**src/rtl/rx_fifo.sv**
```systemverilog
// rx_fifo: receive buffer between the UART RX datapath and the host.
// Each completed word (rxData with a one-cycle rxLoad strobe) is written into
// a circular FIFO. The host reads words over a valid/ready handshake, with
// first-word-fall-through on dataOut.
//
// Ports:
//   sampleClk   in   block clock (same clock as the RX datapath)
//   rst_b       in   asynchronous active-low reset
//   rxData      in   received word
//   rxLoad      in   write strobe for rxData
//   dataOut     out  head-of-FIFO word, 0 when empty
//   dataValid   out  dataOut holds a valid word
//   dataReady   in   host accepts dataOut when dataValid is high
//   full        out  all depth entries occupied
//   empty       out  no entries occupied
//   count       out  occupancy, 0..depth
//   overrun     out  sticky: a write was dropped because the FIFO was full
//   clrOverrun  in   synchronous clear of overrun
//   almostFull  out  only with RX_FIFO_ALMOST_FULL_EN: registered,
//                    high when the next-state count >= afThresh
//
// Optional feature macro: RX_FIFO_ALMOST_FULL_EN
module rx_fifo #(
  parameter int wordSize = 8,
  parameter int depth    = 8,
  parameter int addrBits = 3
`ifdef RX_FIFO_ALMOST_FULL_EN
  ,
  parameter int afThresh = depth - 2
`endif
) (
  input  logic                sampleClk,
  input  logic                rst_b,
  input  logic [wordSize-1:0] rxData,
  input  logic                rxLoad,
  output logic [wordSize-1:0] dataOut,
  output logic                dataValid,
  input  logic                dataReady,
  output logic                full,
  output logic                empty,
  output logic [addrBits:0]   count,
  output logic                overrun,
  input  logic                clrOverrun
`ifdef RX_FIFO_ALMOST_FULL_EN
  ,
  output logic                almostFull
`endif
);

  // Pointers carry one extra wrap bit so full and empty are distinguishable.
  logic [addrBits:0]   wrPtr;
  logic [addrBits:0]   rdPtr;
  logic [wordSize-1:0] mem [depth];

  logic                pop;
  logic                push;
  logic                drop;
  logic [addrBits:0]   countNext;

  always_comb begin
    empty     = (wrPtr == rdPtr);
    full      = (wrPtr[addrBits-1:0] == rdPtr[addrBits-1:0]) &&
                (wrPtr[addrBits] != rdPtr[addrBits]);
    dataValid = ~empty;
    dataOut   = empty ? '0 : mem[rdPtr[addrBits-1:0]];
  end

  // A pop in the same cycle frees the slot, so a write to a full FIFO still lands.
  always_comb begin
    pop  = dataValid & dataReady;
    push = rxLoad & (~full | pop);
    drop = rxLoad & full & ~pop;
  end

  always_comb begin
    countNext = count;
    if (push && !pop) begin
      countNext = count + 1'b1;
    end else if (pop && !push) begin
      countNext = count - 1'b1;
    end
  end

  always_ff @(posedge sampleClk or negedge rst_b) begin
    if (!rst_b) begin
      wrPtr <= '0;
      rdPtr <= '0;
      count <= '0;
    end else begin
      if (push) begin
        wrPtr <= wrPtr + 1'b1;
      end
      if (pop) begin
        rdPtr <= rdPtr + 1'b1;
      end
      count <= countNext;
    end
  end

  // Storage is not reset; unread slots are never observable.
  always_ff @(posedge sampleClk) begin
    if (push) begin
      mem[wrPtr[addrBits-1:0]] <= rxData;
    end
  end

  // Set has priority over clear so a drop in the clearing cycle is not lost.
  always_ff @(posedge sampleClk or negedge rst_b) begin
    if (!rst_b) begin
      overrun <= 1'b0;
    end else if (drop) begin
      overrun <= 1'b1;
    end else if (clrOverrun) begin
      overrun <= 1'b0;
    end
  end

`ifdef RX_FIFO_ALMOST_FULL_EN
  localparam logic [addrBits:0] AF_THRESH = afThresh[addrBits:0];

  always_ff @(posedge sampleClk or negedge rst_b) begin
    if (!rst_b) begin
      almostFull <= 1'b0;
    end else begin
      almostFull <= (countNext >= AF_THRESH);
    end
  end
`endif

endmodule

```
**config.mk**
```make
export PLATFORM = sky130hd
export DESIGN_NAME = rx_fifo
export DESIGN_NICKNAME = d
export VERILOG_FILES = /design/src/rtl/rx_fifo.sv
export SDC_FILE = /design/constraint.sdc
export NUM_CORES = 1
export LEC_CHECK = 0
export ABC_AREA = 1
export BUFFER_PORTS_ARGS = -buffer_cell sky130_fd_sc_hd__buf_4
export CAP_MARGIN = 20
export CORE_ASPECT_RATIO = 1.75
export CORE_MARGIN = 2
export CORE_UTILIZATION = 40
export CTS_BUF_LIST = sky130_fd_sc_hd__clkbuf_4 sky130_fd_sc_hd__clkbuf_8
export CTS_CLUSTER_SIZE = 10
export DETAILED_ROUTE_END_ITERATION = 8
export MAX_ROUTING_LAYER = met4
export PLACE_DENSITY_LB_ADDON = 0.3
export SLEW_MARGIN = 20
export SYNTH_ARGS = -nofsm -noshare
export SYNTH_HDL_FRONTEND = slang
export SYNTH_SLANG_ARGS = --single-unit
```
**constraint.sdc**
```tcl
create_clock -name sampleClk -period 2.9 [get_ports sampleClk]
set_input_delay 0.29 -clock sampleClk [delete_from_list [all_inputs] [get_ports sampleClk]]
set_output_delay 0.29 -clock sampleClk [all_outputs]
set_load 0.01 [all_outputs]
```
==> flow_summary.json <==
{
  "rows": 44,
  "rsz0062_at_grt": "no",
  "worstMarginPinSlew_ns": 0.446,
  "grtUsageTotal_pct": 17.3,
  "insertion_delay_ns": 0.35,
  "synth.area.mux_share_pct": 0,
  "crit_chain": "buf_4 > nand2_1 > nand2_2 > nor2_8 > nand4_4 > nand2_4 > inv_1 > ha_1 > inv_1 > ha_1 > a21oi_1 > and2_1 > xor2_1 > nand2_1 > nand2_1",
  "wl_per_cell_um": 16.2,
  "critPathBufInv": 3,
  "antenna_found_initial": 0,
  "max_slew_margin_pct": 70.2,
  "syn-num-nets": 320,
  "synth_area_leaders": "edfxtp_1 (57%), dfrtp_1 (9.6%), nor2_1 (7.2%)",
  "status": "completed",
  "numPortBuffers": 28,
  "crit_required_ns": 3.19,
  "r2r_end": "count[3]",
  "setup_viol": 0,
  "drive_above_1_share_pct": 19.2,
  "ioPinCount": 29,
  "cts_tree": "done",
  "ys_seq_elements": 77,
  "fin_crit_ns": 2.42,
  "start_util_pct": 41.1,
  "area_growth_pct": 15.1,
  "hold_viol": 0,
  "hp-class": "input pin to flip-flop",
  "layout_common_cells": "nor2_1 (65), edfxtp_1 (64), o21ai_0 (47)",
  "die-height_um": 126,
  "r2r_cells": 15,
  "r2r_start": "rdPtr[1]",
  "p_leak_nw": 1.52,
  "crit_path_end_kind": "flip-flop",
  "routed_wl_um": 7040,
  "cp_data_arrival_time_ns": 2.71,
  "cts-resized-gates": 0,
  "clock-sinks": 77,
  "die-width_um": 73.6,
  "max_freq_mhz": 413,
  "fin_crit_sh_pct": 83.6,
  "cts_hold_buf": 1,
  "vias": 2266,
  "syn_area_sq_um": 3390,
  "synth_top_family_by_area": "simple AND/OR/NAND/NOR gates",
  "cts_max_level": 3,
  "cts_made_buffers": 9,
  "start_kind": "flip-flop",
  "hpwl_um": 4850,
  "dr.first_iter.drc_count": 98,
  "cap_violations": 0,
  "core_area_sq_um": 8260,
  "crit_type": "flip-flop to flip-flop",
  "grt-ovfl-total": 0,
  "grt_pass1_wl_um": 11200,
  "clk_transition_reported_paths_ns": 0.07,
  "startpoint": "rdPtr[1]",
  "synth_seq_area_share_pct": 66.2,
  "crit_end": "count[3]",
  "gp_congestion": 0.875,
  "drcViolationCount": 0,
  "synth-xor-area-share_pct": 2.51,
  "grt_start_max_net_pins": 36,
  "firstDrtPassIters": 4,
  "cp_max_fo": 10,
  "drv_slew": 0,
  "synth_cell_types": 29,
  "slowest_delay_ns": 0.41,
  "finalSetupTns_ns": 0,
  "avgViaCountPerCell": 5.20,
  "dieArea_sq_um": 9260,
  "synth-compound-area-share_pct": 9.18,
  "synth-simple-area-share_pct": 15.6,
  "antenna_cells": 0,
  "critPathSlowestCell": "dfrtp_1",
  "crit_family": "simple AND/OR/NAND/NOR gates",
  "synth_top_area_share_pct": 56.6,
  "syn_inst": 301,
  "finalNetCount": 359,
  "first_global_vias": 2238,
  "async_reset_ff_share_pct": 16.9,
  "final_common_cell": "nor2_1",
  "syn_avg_cell_area_sq_um": 11.3,
  "crit_top_cell": "nand2_1",
  "p_per_area_nw_per_um2": 1060,
  "ir_drop_uv": 595,
  "finClkSkew_ns": 0.00878,
  "synth_enable_flop_cells": 64,
  "synth.largest_area_cell": "edfxtp_1",
  "synthFlopType": "edfxtp_1",
  "cts_root_buffer": "clkbuf_8",
  "post-cts-setup-buffers": 0,
  "clk_path_buf_depth": 2,
  "synthAdderAreaFrac_pct": 2.43,
  "whs_ns": 0.132,
  "ant_nets": 0,
  "ff2ff_setup_slack_ns": 0.48,
  "path_depth": 15,
  "yosysWarnings": 0
}
[Yosys cell counts (3+ instances only)]
cell type,count
nor2_1,65
edfxtp_1,64
o21ai_0,47
nand2_1,35
inv_1,14
dfrtp_1,13
nand3_1,11
o22ai_1,9
buf_2,7
ha_1,5
xnor2_1,4
inv_2,3
nand2_2,3
o21ai_1,3
[sequential cells by signal, indices dropped and copies added, names as in the netlist]
| signal | flops |
|---|---|
| mem | 64 |
| count | 4 |
| rdPtr | 4 |
| overrun | 1 |
| wrPtr | 4 |
[logic make-up after synthesis]
| logic type | after synthesis |
|---|---|
| buffers and inverters | 30 |
| XOR/XNOR | 8 |
| adder cells (fa/ha/maj) | 6 |
| flip-flops | 77 |
| AO/OA/AOI/OAI | 60 |
| AND/OR/NAND/NOR | 120 |
[report_power, final]
part	total [mW]	internal, mW	switching (mW)	leakage [nW]
clock network	0.678	0.309	0.369	0.0790
logic	1.90	0.749	1.15	0.702
registers	1.56	1.42	0.140	0.742
total	4.13	2.48	1.66	1.52
[per-stage QoR]
step	area (sq um)	setup WS (ns)	cells	power (mW)	utilization [%]
final	3910	0.477	436	4.13	47.3
after floorplan	3390	0.687	301	2.82	-
after CTS	3910	0.454	436	4.19	47.3
after global routing	3910	0.249	436	4.45	47.3
after global placement	3740	0.556	420	3.47	45.2
after detailed placement	3740	0.486	420	3.50	45.2
[worst min-delay path by stage]
| stage | start | endpoint | slack, ns | depth (start not counted) |
|---|---|---|---|---|
| after floorplan | rst_b | count[0] | -0.006 | 0 |
| after global placement | rst_b | wrPtr[0] | 0.15 | 1 |
| after detailed placement | rst_b | wrPtr[1] | 0.15 | 1 |
| after CTS | clrOverrun | overrun | 0.10 | 2 |
| after global routing | clrOverrun | overrun | 0.13 | 2 |
| final | clrOverrun | overrun | 0.13 | 2 |
[final cells by class]
type	instances	area, sq um
inverter	17	63.8
tap	92	115
clock buffer	10	131
sequential	77	2250
fill	763	4350
multi-input combinational	194	1010
clock inverter	5	28.8
timing repair buffer	41	310
[layer usage]
metal	up-vias	global-route usage, %	part of all wire (%)
met4	0	10.3	4.4
met3	22	3.68	4.0
li1	1110	-	-
met5	-	-	0
met1	1073	18.9	40
met2	61	28.0	51
(Power assumes the default switching activity.)
